`src/rtl/nfa_report_pkg.sv`:
```
// Purpose: shared constants and helpers for the NFA match reporter.
// Latency: n/a (package only).
// Backpressure: n/a.
// Report record layout, LSB first: offset [OFF_W], engine id [ID_W], and,
// when REPORT_FLOWID_EN is defined, flow id [FLOW_W].
package nfa_report_pkg;

  localparam int DEF_N_ENG = 8;
  localparam int DEF_ID_W  = 3;
  localparam int DEF_OFF_W = 16;
  localparam int DEF_DEPTH = 4;

  localparam int FLOW_W      = 8;
  localparam int REC_OFF_LSB = 0;

  function automatic int rec_id_lsb(input int off_w);
    return off_w;
  endfunction

  function automatic int rec_flow_lsb(input int id_w, input int off_w);
    return id_w + off_w;
  endfunction

  function automatic int clog2(input int v);
    int r;
    r = 0;
    while ((1 << r) < v) r++;
    return r;
  endfunction

endpackage

```
`src/rtl/match_report_fifo.sv`:
```
// Purpose: DEPTH-entry synchronous FIFO holding match reports.
// Latency: a push is visible at the head one cycle later; no bypass.
// Backpressure: push is accepted while not full, or while full with a pop in the same cycle.
// Ports: clk, rst (async active-low), push/push_dat, pop, full, empty, head_dat.
// The head is read from the storage registers, so it is stable until popped.
module match_report_fifo
  import nfa_report_pkg::*;
#(
  parameter int W     = DEF_ID_W + DEF_OFF_W,
  parameter int DEPTH = DEF_DEPTH
)(
  input  logic         clk,
  input  logic         rst,
  input  logic         push,
  input  logic [W-1:0] push_dat,
  input  logic         pop,
  output logic         full,
  output logic         empty,
  output logic [W-1:0] head_dat
);

  localparam int AW = clog2(DEPTH);

  logic [W-1:0]  mem [DEPTH];
  logic [AW-1:0] wr_ptr, rd_ptr;
  logic [AW:0]   cnt;
  logic          do_push, do_pop;

  assign full     = (cnt == (AW+1)'(DEPTH));
  assign empty    = (cnt == '0);
  assign do_pop   = pop & ~empty;
  assign do_push  = push & (~full | do_pop);
  assign head_dat = mem[rd_ptr];

  always_ff @(posedge clk or negedge rst) begin
    if (!rst) begin
      wr_ptr <= '0;
      rd_ptr <= '0;
      cnt    <= '0;
      for (int i = 0; i < DEPTH; i++) mem[i] <= '0;
    end else begin
      if (do_push) begin
        mem[wr_ptr] <= push_dat;
        wr_ptr      <= wr_ptr + 1'b1;
      end
      if (do_pop) rd_ptr <= rd_ptr + 1'b1;
      case ({do_push, do_pop})
        2'b10:   cnt <= cnt + 1'b1;
        2'b01:   cnt <= cnt - 1'b1;
        default: cnt <= cnt;
      endcase
    end
  end

endmodule

```
`src/rtl/nfa_match_reporter.sv`:
```
// Purpose: detect first match per flow on each engine, timestamp it, queue {id, offset} reports.
// Latency: match_in rise -> pend at next edge -> FIFO write one edge later -> report_valid.
// Backpressure: FIFO full stalls pend (no loss); sod with pend outstanding sets sticky drop.
// Ports: clk, rst (async active-low), sod, en, match_in[N_ENG], report_valid/ready/id/offset,
//        pending, drop; report_flow[7:0] only when REPORT_FLOWID_EN is defined.
// Optional macro REPORT_FLOWID_EN adds a per-sod flow counter stored with each report.
module nfa_match_reporter
  import nfa_report_pkg::*;
#(
  parameter int N_ENG = DEF_N_ENG,
  parameter int ID_W  = DEF_ID_W,
  parameter int OFF_W = DEF_OFF_W,
  parameter int DEPTH = DEF_DEPTH
)(
  input  logic             clk,
  input  logic             rst,
  input  logic             sod,
  input  logic             en,
  input  logic [N_ENG-1:0] match_in,
  output logic             report_valid,
  input  logic             report_ready,
  output logic [ID_W-1:0]  report_id,
  output logic [OFF_W-1:0] report_offset,
  output logic             pending,
  output logic             drop
`ifdef REPORT_FLOWID_EN
  , output logic [FLOW_W-1:0] report_flow
`endif
);

  localparam int ID_LSB = rec_id_lsb(OFF_W);
`ifdef REPORT_FLOWID_EN
  localparam int REC_W = ID_W + OFF_W + FLOW_W;
`else
  localparam int REC_W = ID_W + OFF_W;
`endif

  logic [OFF_W-1:0] byte_cnt;
  logic [N_ENG-1:0] seen, pend, det, clr;
  logic [OFF_W-1:0] off_q [N_ENG];
  logic [ID_W-1:0]  sel_id;
  logic             sel_vld, push, pop, fifo_full, fifo_empty;
  logic [REC_W-1:0] push_dat, head_dat;

  // A match seen in the sod cycle belongs to the old flow's engine state and is ignored.
  assign det  = match_in & ~seen & {N_ENG{~sod}};
  assign pop  = report_valid & report_ready;
  // A pop frees a slot in the same cycle, so a full FIFO can still take the push.
  assign push = sel_vld & (~fifo_full | pop);

  // Lowest-index pending engine wins; scanning downward lets the last hit be the lowest.
  always_comb begin
    sel_id  = '0;
    sel_vld = 1'b0;
    for (int i = N_ENG - 1; i >= 0; i--) begin
      if (pend[i]) begin
        sel_id  = ID_W'(i);
        sel_vld = 1'b1;
      end
    end
  end

  assign clr = push ? (N_ENG'(1) << sel_id) : '0;

`ifdef REPORT_FLOWID_EN
  logic [FLOW_W-1:0] flow_id;

  always_ff @(posedge clk or negedge rst) begin
    if (!rst)     flow_id <= '0;
    else if (sod) flow_id <= flow_id + 1'b1;
  end

  // Captured at push time: a push in the sod cycle still carries the old flow id.
  assign push_dat    = {flow_id, sel_id, off_q[sel_id]};
  assign report_flow = head_dat[rec_flow_lsb(ID_W, OFF_W) +: FLOW_W];
`else
  assign push_dat = {sel_id, off_q[sel_id]};
`endif

  always_ff @(posedge clk or negedge rst) begin
    if (!rst) begin
      byte_cnt <= '0;
      seen     <= '0;
      pend     <= '0;
      drop     <= 1'b0;
      for (int i = 0; i < N_ENG; i++) off_q[i] <= '0;
    end else begin
      // byte_cnt counts bytes already seen, so the matching byte is byte_cnt-1.
      for (int i = 0; i < N_ENG; i++) begin
        if (det[i]) off_q[i] <= byte_cnt - OFF_W'(1);
      end
      if (sod) begin
        byte_cnt <= '0;
        seen     <= '0;
        pend     <= '0;
        if (|pend) drop <= 1'b1;
      end else begin
        if (en) byte_cnt <= byte_cnt + OFF_W'(1);
        seen <= seen | det;
        pend <= (pend & ~clr) | det;
      end
    end
  end

  match_report_fifo #(
    .W     (REC_W),
    .DEPTH (DEPTH)
  ) u_fifo (
    .clk      (clk),
    .rst      (rst),
    .push     (push),
    .push_dat (push_dat),
    .pop      (pop),
    .full     (fifo_full),
    .empty    (fifo_empty),
    .head_dat (head_dat)
  );

  assign report_valid  = ~fifo_empty;
  assign report_id     = head_dat[ID_LSB +: ID_W];
  assign report_offset = head_dat[REC_OFF_LSB +: OFF_W];
  assign pending       = |pend;

endmodule
```
`config.mk`:
```
export PLATFORM = sky130hd
export DESIGN_NAME = nfa_match_reporter
export DESIGN_NICKNAME = d
export VERILOG_FILES = /design/src/rtl/nfa_report_pkg.sv /design/src/rtl/match_report_fifo.sv /design/src/rtl/nfa_match_reporter.sv
export SDC_FILE = /design/constraint.sdc
export NUM_CORES = 1
export LEC_CHECK = 0
export ABC_AREA = 1
export CAP_MARGIN = 20
export CELL_PAD_IN_SITES_DETAIL_PLACEMENT = 1
export CELL_PAD_IN_SITES_GLOBAL_PLACEMENT = 2
export CORE_ASPECT_RATIO = 1.25
export CORE_UTILIZATION = 38
export DETAILED_ROUTE_END_ITERATION = 10
export GPL_ROUTABILITY_DRIVEN = 0
export PLACE_DENSITY_LB_ADDON = 0.12
export SYNTH_ARGS = -nofsm -noshare
export SYNTH_HDL_FRONTEND = slang
export SYNTH_HIERARCHICAL = 1
export SYNTH_SLANG_ARGS = --single-unit
```
`constraint.sdc`:
```
create_clock -name clk -period 3.5 [get_ports clk]
set_clock_uncertainty 0.2 [all_clocks]
set_input_delay 0.525 -clock clk [delete_from_list [all_inputs] [get_ports clk]]
set_output_delay 0.525 -clock clk [all_outputs]
set_load 0.005 [all_outputs]
```
Word level (Yosys, flattened, before mapping):

Index checks and enable logic that the tools add are counted.
W data, S select, Z words.

* add/subtract/negate cells: 6
* magnitude comparators: 4
* equal/unequal tests: 3
* shifts and indexed selects: 1
* mux-type cells: 31
* bitwise logic cells: 19
* reduce and logical (&&, ||, !) cells: 6

Operators with widths (count)
* $bwmux W76: 1
* $mux W16: 4
* $mux W19: 3
* $bmux W16 S3: 1
* $bmux W19 S2: 1
* $demux W19 S2: 1
* $and A8 B8 Y8: 3
* $mux W3: 8
* $mux W8: 3
* $add A16 B1 Y16 const B: 1
* $not A8 Y8: 2
* $or A8 B8 Y8: 2
* $sub A16 B1 Y16 const B: 1
* $mux W1: 8
* $reduce_or A8 Y1: 1
* $shl A1 B3 Y8 const A: 1
* $ge A3 B3 Y1 const B: 2
* $not A2 Y3: 2
* $pmux W3 S2: 1
* $add A2 B1 Y2 const B: 2
* $and A1 B1 Y1: 4
* $ge A4 B4 Y1 const B: 1
* $not A3 Y4: 1
* $reduce_bool A2 Y1: 2
* 11 further kinds: 14

* bits in registers: 244
* logic and storage cells: 89

Depth between registers and ports, before layout:

Gate-level depths: netlist of the first run.

* depth in word-level cells: 14
* depth in mapped cells: 15

By module:

Netlist of the first run, hierarchy kept.

Modules (own cells, without submodules)
* nfa_match_reporter: instances 1, cells an instance 1071, area an instance 8242.9 µm², sequential area each 4028.9 µm²
* match_report_fifo: instances 1, cells an instance 492, area an instance 4122.7 µm², sequential area each 2077.0 µm²

Worst setup path before layout of the first run:

No wires, ideal clock.

* kind: reg2reg
* from: register u_fifo.cnt[0]
* to: register u_fifo.cnt[1]
* setup time: 0.083 ns
* arrival time: 2.237 ns
* required time: 3.217 ns
* slack: 0.980 ns
* cell stages (with the launch flop): 13
* buffers on the path: 1
* period minus slack after synthesis: 2.520 ns
* cells stage by stage: dfrtp_1 -> nor2_2 -> nand2_1 -> inv_1 -> o21ai_0 -> inv_1 -> nor2_1 -> clkbuf_1 -> nand2_1 -> ha_1 -> inv_1 -> fa_1 -> o21ai_0

* longest elaborated chain between the ends: 8
* elaborated cells on any way between the ends: 16
* those cells by class: add/sub (2); eq/ne (3); mux (1); bitwise (8); reduce/logical (2)

RTL lines
* start: declaration: line match_report_fifo.sv:26 `logic [AW:0] cnt;`
* start signal: assignment: line match_report_fifo.sv:48 `2'b10: cnt <= cnt + 1'b1;`
* start signal: assignment: line match_report_fifo.sv:49 `2'b01: cnt <= cnt - 1'b1;`
* start signal: assignment: line match_report_fifo.sv:50 `default: cnt <= cnt;`
* $logic_not A3 Y1 *: line match_report_fifo.sv:30 `assign empty = (cnt == '0);`
* net fifo_empty: line nfa_match_reporter.sv:42 `logic sel_vld, push, pop, fifo_full, fifo_empty;`
* $not A1 Y1 *: line nfa_match_reporter.sv:119 `assign report_valid = ~fifo_empty;`
* $and A1 B1 Y1 *: line nfa_match_reporter.sv:47 `assign pop = report_valid & report_ready;`
* $or A1 B1 Y1 *: line nfa_match_reporter.sv:49 `assign push = sel_vld & (~fifo_full | pop);`
* $and A1 B1 Y1 *: line nfa_match_reporter.sv:49
* net push: line nfa_match_reporter.sv:42
* $and A1 B1 Y1 *: line match_report_fifo.sv:32 `assign do_push = push & (~full | do_pop);`
* $eq A2 B1 Y1 / $eq A2 B2 Y1 (equally long branches): line match_report_fifo.sv:47 `case ({do_push, do_pop})`
* $pmux W3 S2 / $reduce_bool A2 Y1 (equally long branches)

The timed path passes the listed nets; every way through them passes the cells marked *.
A chain may end at the register's enable or synchronous reset.

Worst setup path after layout of the first run:

* from: register u_fifo.rd_ptr[1]
* to: output report_offset[5]

* longest elaborated chain between the ends: 4

RTL lines
* start: declaration: line match_report_fifo.sv:25 `logic [AW-1:0] wr_ptr, rd_ptr;`
* start signal: assignment: line match_report_fifo.sv:46 `if (do_pop) rd_ptr <= rd_ptr + 1'b1;`
* $not A2 Y3 (not written as such): line match_report_fifo.sv:33 `assign head_dat = mem[rd_ptr];`
* $bmux W19 S2: line match_report_fifo.sv:33
* $mux W19 (not written as such) (2 in a row): line match_report_fifo.sv:33
* end: declaration: line nfa_match_reporter.sv:23 `output logic [OFF_W-1:0] report_offset,`

No other way between the ends. The select of a mux whose other input is x is not followed.

==> key figures, run 1 <==
Floorplan
  – DIE AREA: roughly 33000 µm²
  – Initial core utilization: 38.8%
  – DIE WIDTH: 163 µm
  – Die height: ~200 µm
  – Row count: 73
  – Core area: roughly 32000 µm²
  – I/O Pins: 35

Yosys
  – Syn_nets: roughly 1600
  – Netlist cell types: 41
  – Seq/Total Area, Yosys: between 40% and 50%
  – Synthesized cell area: 12400 µm²
  – Top post-synthesis cells by count: nand2_1 (543), dfrtp_1 (244), nand4_1 (150)
  – EDFF count, synth: 0
  – #FFs+latches synth: 244
  – Share of the synthesized area in the top cell type: about half
  – Warnings from Yosys: 6
  – Post-Synthesis Cells: 1563
  – Async S/R FF share, synth: 100%
  – Main area contributors after synthesis: dfrtp_1 (49%), nand2_1 (16%), nand4_1 (7.6%), o21ai_0 (4.7%), nand3_1 (4.6%)
  – Ys flop type: dfrtp_1
  – Most frequent cell after synthesis: nand2_1
  – Syn avg cell area: roughly 8 µm²
  – Largest area contributor in the netlist: dfrtp_1

Worst setup path
  – Critical Path RT: roughly 2.8 ns
  – Worst-path maximum fanout: 16
  – Worst path max stage delay: approximately 0.52 ns
  – Worst setup SP type: flop
  – Worst reg-to-reg setup slack: 0.87 ns
  – Cell Chain, Critical Path: inv_1 -> buf_4 -> o21ai_0 -> o22ai_1 -> clkdlybuf4s50_1
  – Reg2Reg Depth: 9
  – Launching point of the worst reg2reg path: pend[0]$_DFF_PN0_
  – Reg2reg end: u_fifo/mem[72]$_DFFE_PN0P_
  – Critical path type: reg -> out
  – CP Capture Type: output pin
  – CP max stage cell: clkdlybuf4s50_1
  – Worst EP arrival: 2.42 ns

Drt
  – Antenna Nets Post-Route: 0
  – Residual DRC count: 0
  – WL final: about 39000 µm
  – Vias: between 10000 and 15000
  – Pre-Repair DR Iteration Count: 5
  – DR WL/cell: approximately 20 µm
  – DR vias/cell: roughly 5.3
  – Iter 0 DRT Violations: between 500 and 600

Clocking
  – Clk root buf: clkbuf_16
  – Skew-Pair Late Insertion Delay: ~0.56 ns
  – CTS Buffer Depth: 3
  – CTS tree: done
  – H-tree depth: 1
  – CTS Buf Count: 28
  – Clock-pin slew on the worst setup and hold paths: about 0.060 ns
  – Clock sink count: about 240
  – Setup Fix Bufs, Post-CTS: 0

Finish
  – Share of layout cells above drive strength 1: under 10%
  – Layout area overhead: 14.8%
  – Final Util: 44.5%
  – Nets@finish: roughly 1600
  – Diodes inserted: 0

STA
  – Fmax: around 320 MHz
  – Slew headroom: between 40 and 50%
  – Slew @ Worst Pin: about 0.83 ns
  – Final setup violation count: 0
  – Setup tns final: 0 ns
  – Final period utilization: 89.9%
  – Post-layout min period: roughly 3.1 ns
  – Final hold vios: 0
  – Final slew viol count: 0
  – RSZ-0062 raised after global routing: false

Power and ir drop
  – Internal power: 6950 µW
  – Clock share of power: 27.4%
  – Leak: approximately 0.0071 µW
  – Psw: 4310 µW
  – Pwr/cell area: 793 nW/µm²
  – Maximum vdd drop: around 400 µV
  – Sw Share: around two fifths
  – Seq pwr share: about a third
  – Comb pwr share: a little under two fifths

GRT
  – Vias in the first global route: about 11000
  – Largest net degree at the start of global routing: 73
  – Grt ovf: 0
  – Total GRT Usage: around 25%
  – Initial antenna violation count: 0
  – First-pass GRT wire length: between 60000 and 70000 µm

Min path
  – Hold wc startpoint: u_fifo/mem[51]$_DFFE_PN0P_
  – Hold EP: u_fifo/mem[51]$_DFFE_PN0P_
  – Hold Crit Class: reg -> reg
  – Hold path depth: 2

Placed design
  – Port Buffers: 34
  – DP Wirelength: around 25000 µm

Outcome
  – Status: complete, no violations

Run
  – Max cap viols: 0
## per-stage QoR
stage | hold WS (ns) | area (µm²) | instances | setup WS (ns) | power [µW]
2_1_floorplan | 0.0294 | 12400 | 1563 | 0.980 | 6570
3_3_place_gp | 0.248 | 13200 | 1964 | 0.590 | 8150
3_5_place_dp | 0.253 | 13200 | 1964 | 0.480 | 8270
4_1_cts | 0.268 | 14200 | 2015 | 0.276 | 11400
5_1_grt | 0.284 | 14200 | 2015 | 0.222 | 12000
6_report | 0.263 | 14200 | 2015 | 0.355 | 11300
## layout make-up
class | instances | area [µm²]
fillers | 3843 | 17700
flip-flops and latches | 244 | 6110
clock buffers | 45 | 886
well taps | 412 | 515
clock inverters | 5 | 75.1
multi-input cells | 1108 | 5330
inverters | 109 | 409
repair buffers | 92 | 871
## worst max path at each step
stage | start | to | slack (ns) | depth (start not counted)
final | u_fifo/rd_ptr[1]$_DFFE_PN0P_ | report_offset[5] | 0.35 | 5
after global routing | u_fifo/rd_ptr[1]$_DFFE_PN0P_ | report_offset[12] | 0.22 | 4
after CTS | u_fifo/rd_ptr[1]$_DFFE_PN0P_ | report_offset[5] | 0.28 | 5
after detailed placement | report_ready | u_fifo/cnt[1]$_DFFE_PN0P_ | 0.48 | 10
after global placement | report_ready | u_fifo/cnt[2]$_DFFE_PN0P_ | 0.59 | 13
after floorplan | u_fifo/cnt[0]$_DFFE_PN0P_ | u_fifo/cnt[1]$_DFFE_PN0P_ | 0.98 | 12
## sequential cells by signal, summed over array words and instances, names as in the netlist
name           count
u_fifo/mem        76
byte_cnt          16
seen               8
u_fifo/rd_ptr      2
u_fifo/cnt         3
u_fifo/wr_ptr      2
off_q            128
pend               8
drop               1
## cells by family (layout without fill, tap and decap cells)
group,after synthesis,after routing,synth area share [%]
compound gates,150,150,6.40
xor+xnor,15,15,1.34
fa+ha+maj,8,8,0.870
buf+inv,211,251,7.63
flops,244,244,49.4
simple gates,935,935,34.4
## cells in the final DEF (no fill, tap or decap), types with 11 or more instances in the layout
cell / count
nand2_1: 543
dfrtp_1: 244
nand4_1: 150
o21ai_0: 117
nand3_1: 114
inv_1: 106
nor2_1: 85
buf_4: 50
clkdlybuf4s50_1: 33
clkbuf_16: 29
o22ai_1: 19
nor3_1: 11
## power groups by stage
stage	combinational [µW]	sequential [µW]	clock, µW
after detailed placement	4250	4020	0
after global placement	4150	3990	0
after floorplan	2670	3900	0
after CTS	4260	3980	3160
after global routing	4720	4060	3260
final	4200	3980	3090
## critical path, delay by kind of cell (launching register included)
family / cells / cell delay, ns
buf+inv: 3 / 1.26
flops: 1 / 0.38
compound gates: 2 / 0.22
## timing repair
action,in CTS,in global routing
endpoints found under the hold margin,68,0
gates resized for setup,0,0
endpoints found under the setup margin,0,0
hold buffers,1,0
## per-layer routing
layer / global-route usage, % / part of all wire [%] / routed length, µm / vias up
met5: 0 / 0 / 0 / -
met4: 7.98 / 2.8 / 1120 / 0
met3: 2.52 / 2.5 / 991 / 67
met2: 44.9 / 51 / 20300 / 150
met1: 30.5 / 43 / 17000 / 5331
li1: - / - / - / 5200
No activity file was read; power rests on OpenSTA's default activity.
==> run 2: changes to the inputs <==
--- a/config.mk
+++ b/config.mk
@@ -7,10 +7,10 @@
 export LEC_CHECK = 0
 export ABC_AREA = 1
 export CAP_MARGIN = 20
-export CELL_PAD_IN_SITES_DETAIL_PLACEMENT = 1
-export CELL_PAD_IN_SITES_GLOBAL_PLACEMENT = 2
+export CELL_PAD_IN_SITES_DETAIL_PLACEMENT = 0
+export CELL_PAD_IN_SITES_GLOBAL_PLACEMENT = 1
 export CORE_ASPECT_RATIO = 1.25
-export CORE_UTILIZATION = 38
+export CORE_UTILIZATION = 47
 export DETAILED_ROUTE_END_ITERATION = 10
 export GPL_ROUTABILITY_DRIVEN = 0
 export PLACE_DENSITY_LB_ADDON = 0.12
==> key figures, run 2 (synthesis gave the netlist of run 1 again) <==
Clocking
  – Setup Fix Bufs, Post-CTS: 0 (unchanged)
  – CTS tree: done
  – Clk root buf: clkbuf_16
  – CTS Buf Count: 27 (-3.6%)
  – CTS Buffer Depth: 3 (unchanged)
  – Skew-Pair Late Insertion Delay: 0.54 ns (-0.02 ns)
  – Clock sink count: 244 (unchanged)
  – Clock-pin slew on the worst setup and hold paths: 0.06 ns (about the same)
  – H-tree depth: 1 (unchanged)

Finish
  – Fillers: 2577 (-33%)
  – Most common cell after layout, fill and taps aside: nand2_1
  – Diodes inserted: 0 (unchanged)
  – Share of layout cells above drive strength 1: 7.76% (-0.79 points)
  – Layout area overhead: 12.6%
  – Nets@finish: 1591 (-0.81%)
  – Top flop regs: off_q (128), u_fifo/mem (76), byte_cnt (16)
  – Commonest non-fill, non-tap cells in the layout: nand2_1 (543), dfrtp_1 (244), nand4_1 (150)
  – Largest Register: off_q
  – Largest register FFs: 128 (unchanged)

STA
  – Slew @ Worst Pin: 0.962 ns (+0.132 ns)
  – Final slew viol count: 0 (unchanged)
  – Fmax: 317 MHz (-0.25%)
  – Slew headroom: 35.6% (-8.8 points)
  – Final setup violation count: 0 (unchanged)
  – Final period utilization: 90.1% (+0.22 points)
  – Setup tns final: 0 ns (unchanged)
  – Post-layout min period: 3.15 ns (+0.00786 ns)
  – Final hold vios: 0 (unchanged)
  – RSZ-0062 raised after global routing: false

Drt
  – DR WL/cell: 17.7 µm (-9.4%)
  – Pre-Repair DR Iteration Count: 5 (unchanged)
  – Antenna Nets Post-Route: 0 (unchanged)
  – Iter 0 DRT Violations: 564 (+1.3%)
  – DR vias/cell: 5.45 (+2.2%)
  – Residual DRC count: 0 (unchanged)
  – Vias: 10500 (-2.3%)
  – WL final: 34200 µm (-13%)

Floorplan
  – Die height: 183 µm (-10%)
  – I/O Pins: 35 (unchanged)
  – DIE WIDTH: 147 µm (-10%)
  – DIE AREA: 27000 µm² (-19%)
  – Row count: 66 (-9.6%)
  – Core area: 25900 µm² (-19%)
  – Initial core utilization: 47.7% (+8.9 points)

Power and ir drop
  – Pwr/cell area: 770 nW/µm² (-2.9%)
  – Maximum vdd drop: 362 µV (-8.7%)
  – Leak: 0.00701 µW (-1.3%)
  – Tot Pwr: 10700 µW (-4.8%)

Worst setup path
  – CP max stage cell: clkdlybuf4s50_1
  – Critical path buffers and inverters: 3 (unchanged)
  – Worst EP arrival: 2.43 ns (about the same)
  – Worst-path maximum fanout: 26 (+10)
  – Worst setup SP type: flop
  – CP Capture Type: output pin
  – Delay-heaviest family, CP: buffers and inverters
  – Worst path max stage delay: 0.55 ns (+0.03 ns)
  – Critical Path RT: 2.77 ns (about the same)
  – Critical path type: reg -> out
  – Cell Chain, Critical Path: inv_1 -> buf_4 -> o21ai_0 -> o22ai_1 -> clkdlybuf4s50_1

Outcome
  – Status: complete, no violations

Placed design
  – Port Buffers: 34 (unchanged)
  – DP Wirelength: 21600 µm (-14%)

Min path
  – Hold Crit Class: reg -> reg

GRT
  – First-pass GRT wire length: 56000 µm (-13%)
  – Vias in the first global route: 10215 (-11%)
  – Initial antenna violation count: 0 (unchanged)
  – GR Util met2: 46.2% (+1.3 points)
  – M3 GR Usage: 2.71% (+0.19 points)
  – Total GRT Usage: 26.2% (+1.4 points)
  – Largest net degree at the start of global routing: 83 (+14%)
  – Met1 Use GR: 34.8% (+4.3 points)
  – Grt ovf: 0 (unchanged)
  – Busiest grt layer: met2

Run
  – Max cap viols: 0 (unchanged)
[run 2: what timing repair did]
action | 4_1_cts | 5_1_grt
resized for setup | 0 | 0
endpoints found under the hold margin | 75 | 0
hold buffers | 1 | 0
[run 2: metrics by stage]
step / hold slack, ns / cells / setup slack (ns) / util (%) / cell area [µm²]
floorplan: 0.0294 / 1563 / 0.980 / - / 12400
global placement: 0.248 / 1880 / 0.687 / 50.3 / 13000
detailed placement: 0.253 / 1880 / 0.553 / 50.3 / 13000
CTS: 0.268 / 1926 / 0.308 / 53.7 / 13900
global route: 0.276 / 1926 / 0.194 / 53.7 / 13900
finish: 0.263 / 1926 / 0.347 / 53.7 / 13900
[run 2: path summary, 6_finish.rpt]
kind | startpoint | end | slack [ns] | cells after the start
setup reg to reg | pend[0]$_DFF_PN0_ | u_fifo/mem[34]$_DFFE_PN0P_ | 0.94 | 9
max in group asynchronous | rst | u_fifo/mem[24]$_DFFE_PN0P_ | 1.89 | 3
setup / recovery | u_fifo/rd_ptr[0]$_DFFE_PN0P_ | report_offset[8] | 0.35 | 5
min in group asynchronous | rst | u_fifo/wr_ptr[0]$_DFFE_PN0P_ | 0.37 | 2
hold / removal | u_fifo/mem[41]$_DFFE_PN0P_ | u_fifo/mem[41]$_DFFE_PN0P_ | 0.26 | 2
hold reg to reg | u_fifo/mem[41]$_DFFE_PN0P_ | u_fifo/mem[41]$_DFFE_PN0P_ | 0.26 | 2
[run 2: worst register-to-register path: stages, from the launching register on]
cell,delay [ns]
dfrtp_1,0.38
inv_2,0.06
buf_4,0.39
nand2_2,0.61
nand3_1,0.24
nand3_1,0.09
nand2_1,0.09
nand2_1,0.18
nand4_1,0.16
nand2_1,0.06
[run 2: per-layer routing]
| metal | vias up | wire length (µm) |
|---|---|---|
| li1 | 5183 | - |
| met1 | 5086 | 15300 |
| met2 | 193 | 17100 |
| met4 | 0 | 495 |
| met3 | 38 | 1260 |
| met5 | - | 0 |
[run 2: final cells by class]
cell class | instances | area [µm²] | area share, %
timing repair buffer | 80 | 781 | 5.61
sequential | 244 | 6110 | 43.9
inverter | 109 | 409 | 2.94
clock buffer | 39 | 811 | 5.82
tap | 340 | 425 | 3.06
clock inverter | 6 | 58.8 | 0.422
multi-input combinational | 1108 | 5330 | 38.3
[run 2: power breakdown]
group | internal [µW] | switching (µW) | total (µW)
combinational | 1460 | 2460 | 3920
sequential | 3560 | 430 | 3990
clock | 1660 | 1140 | 2810
total | 6690 | 4040 | 10700
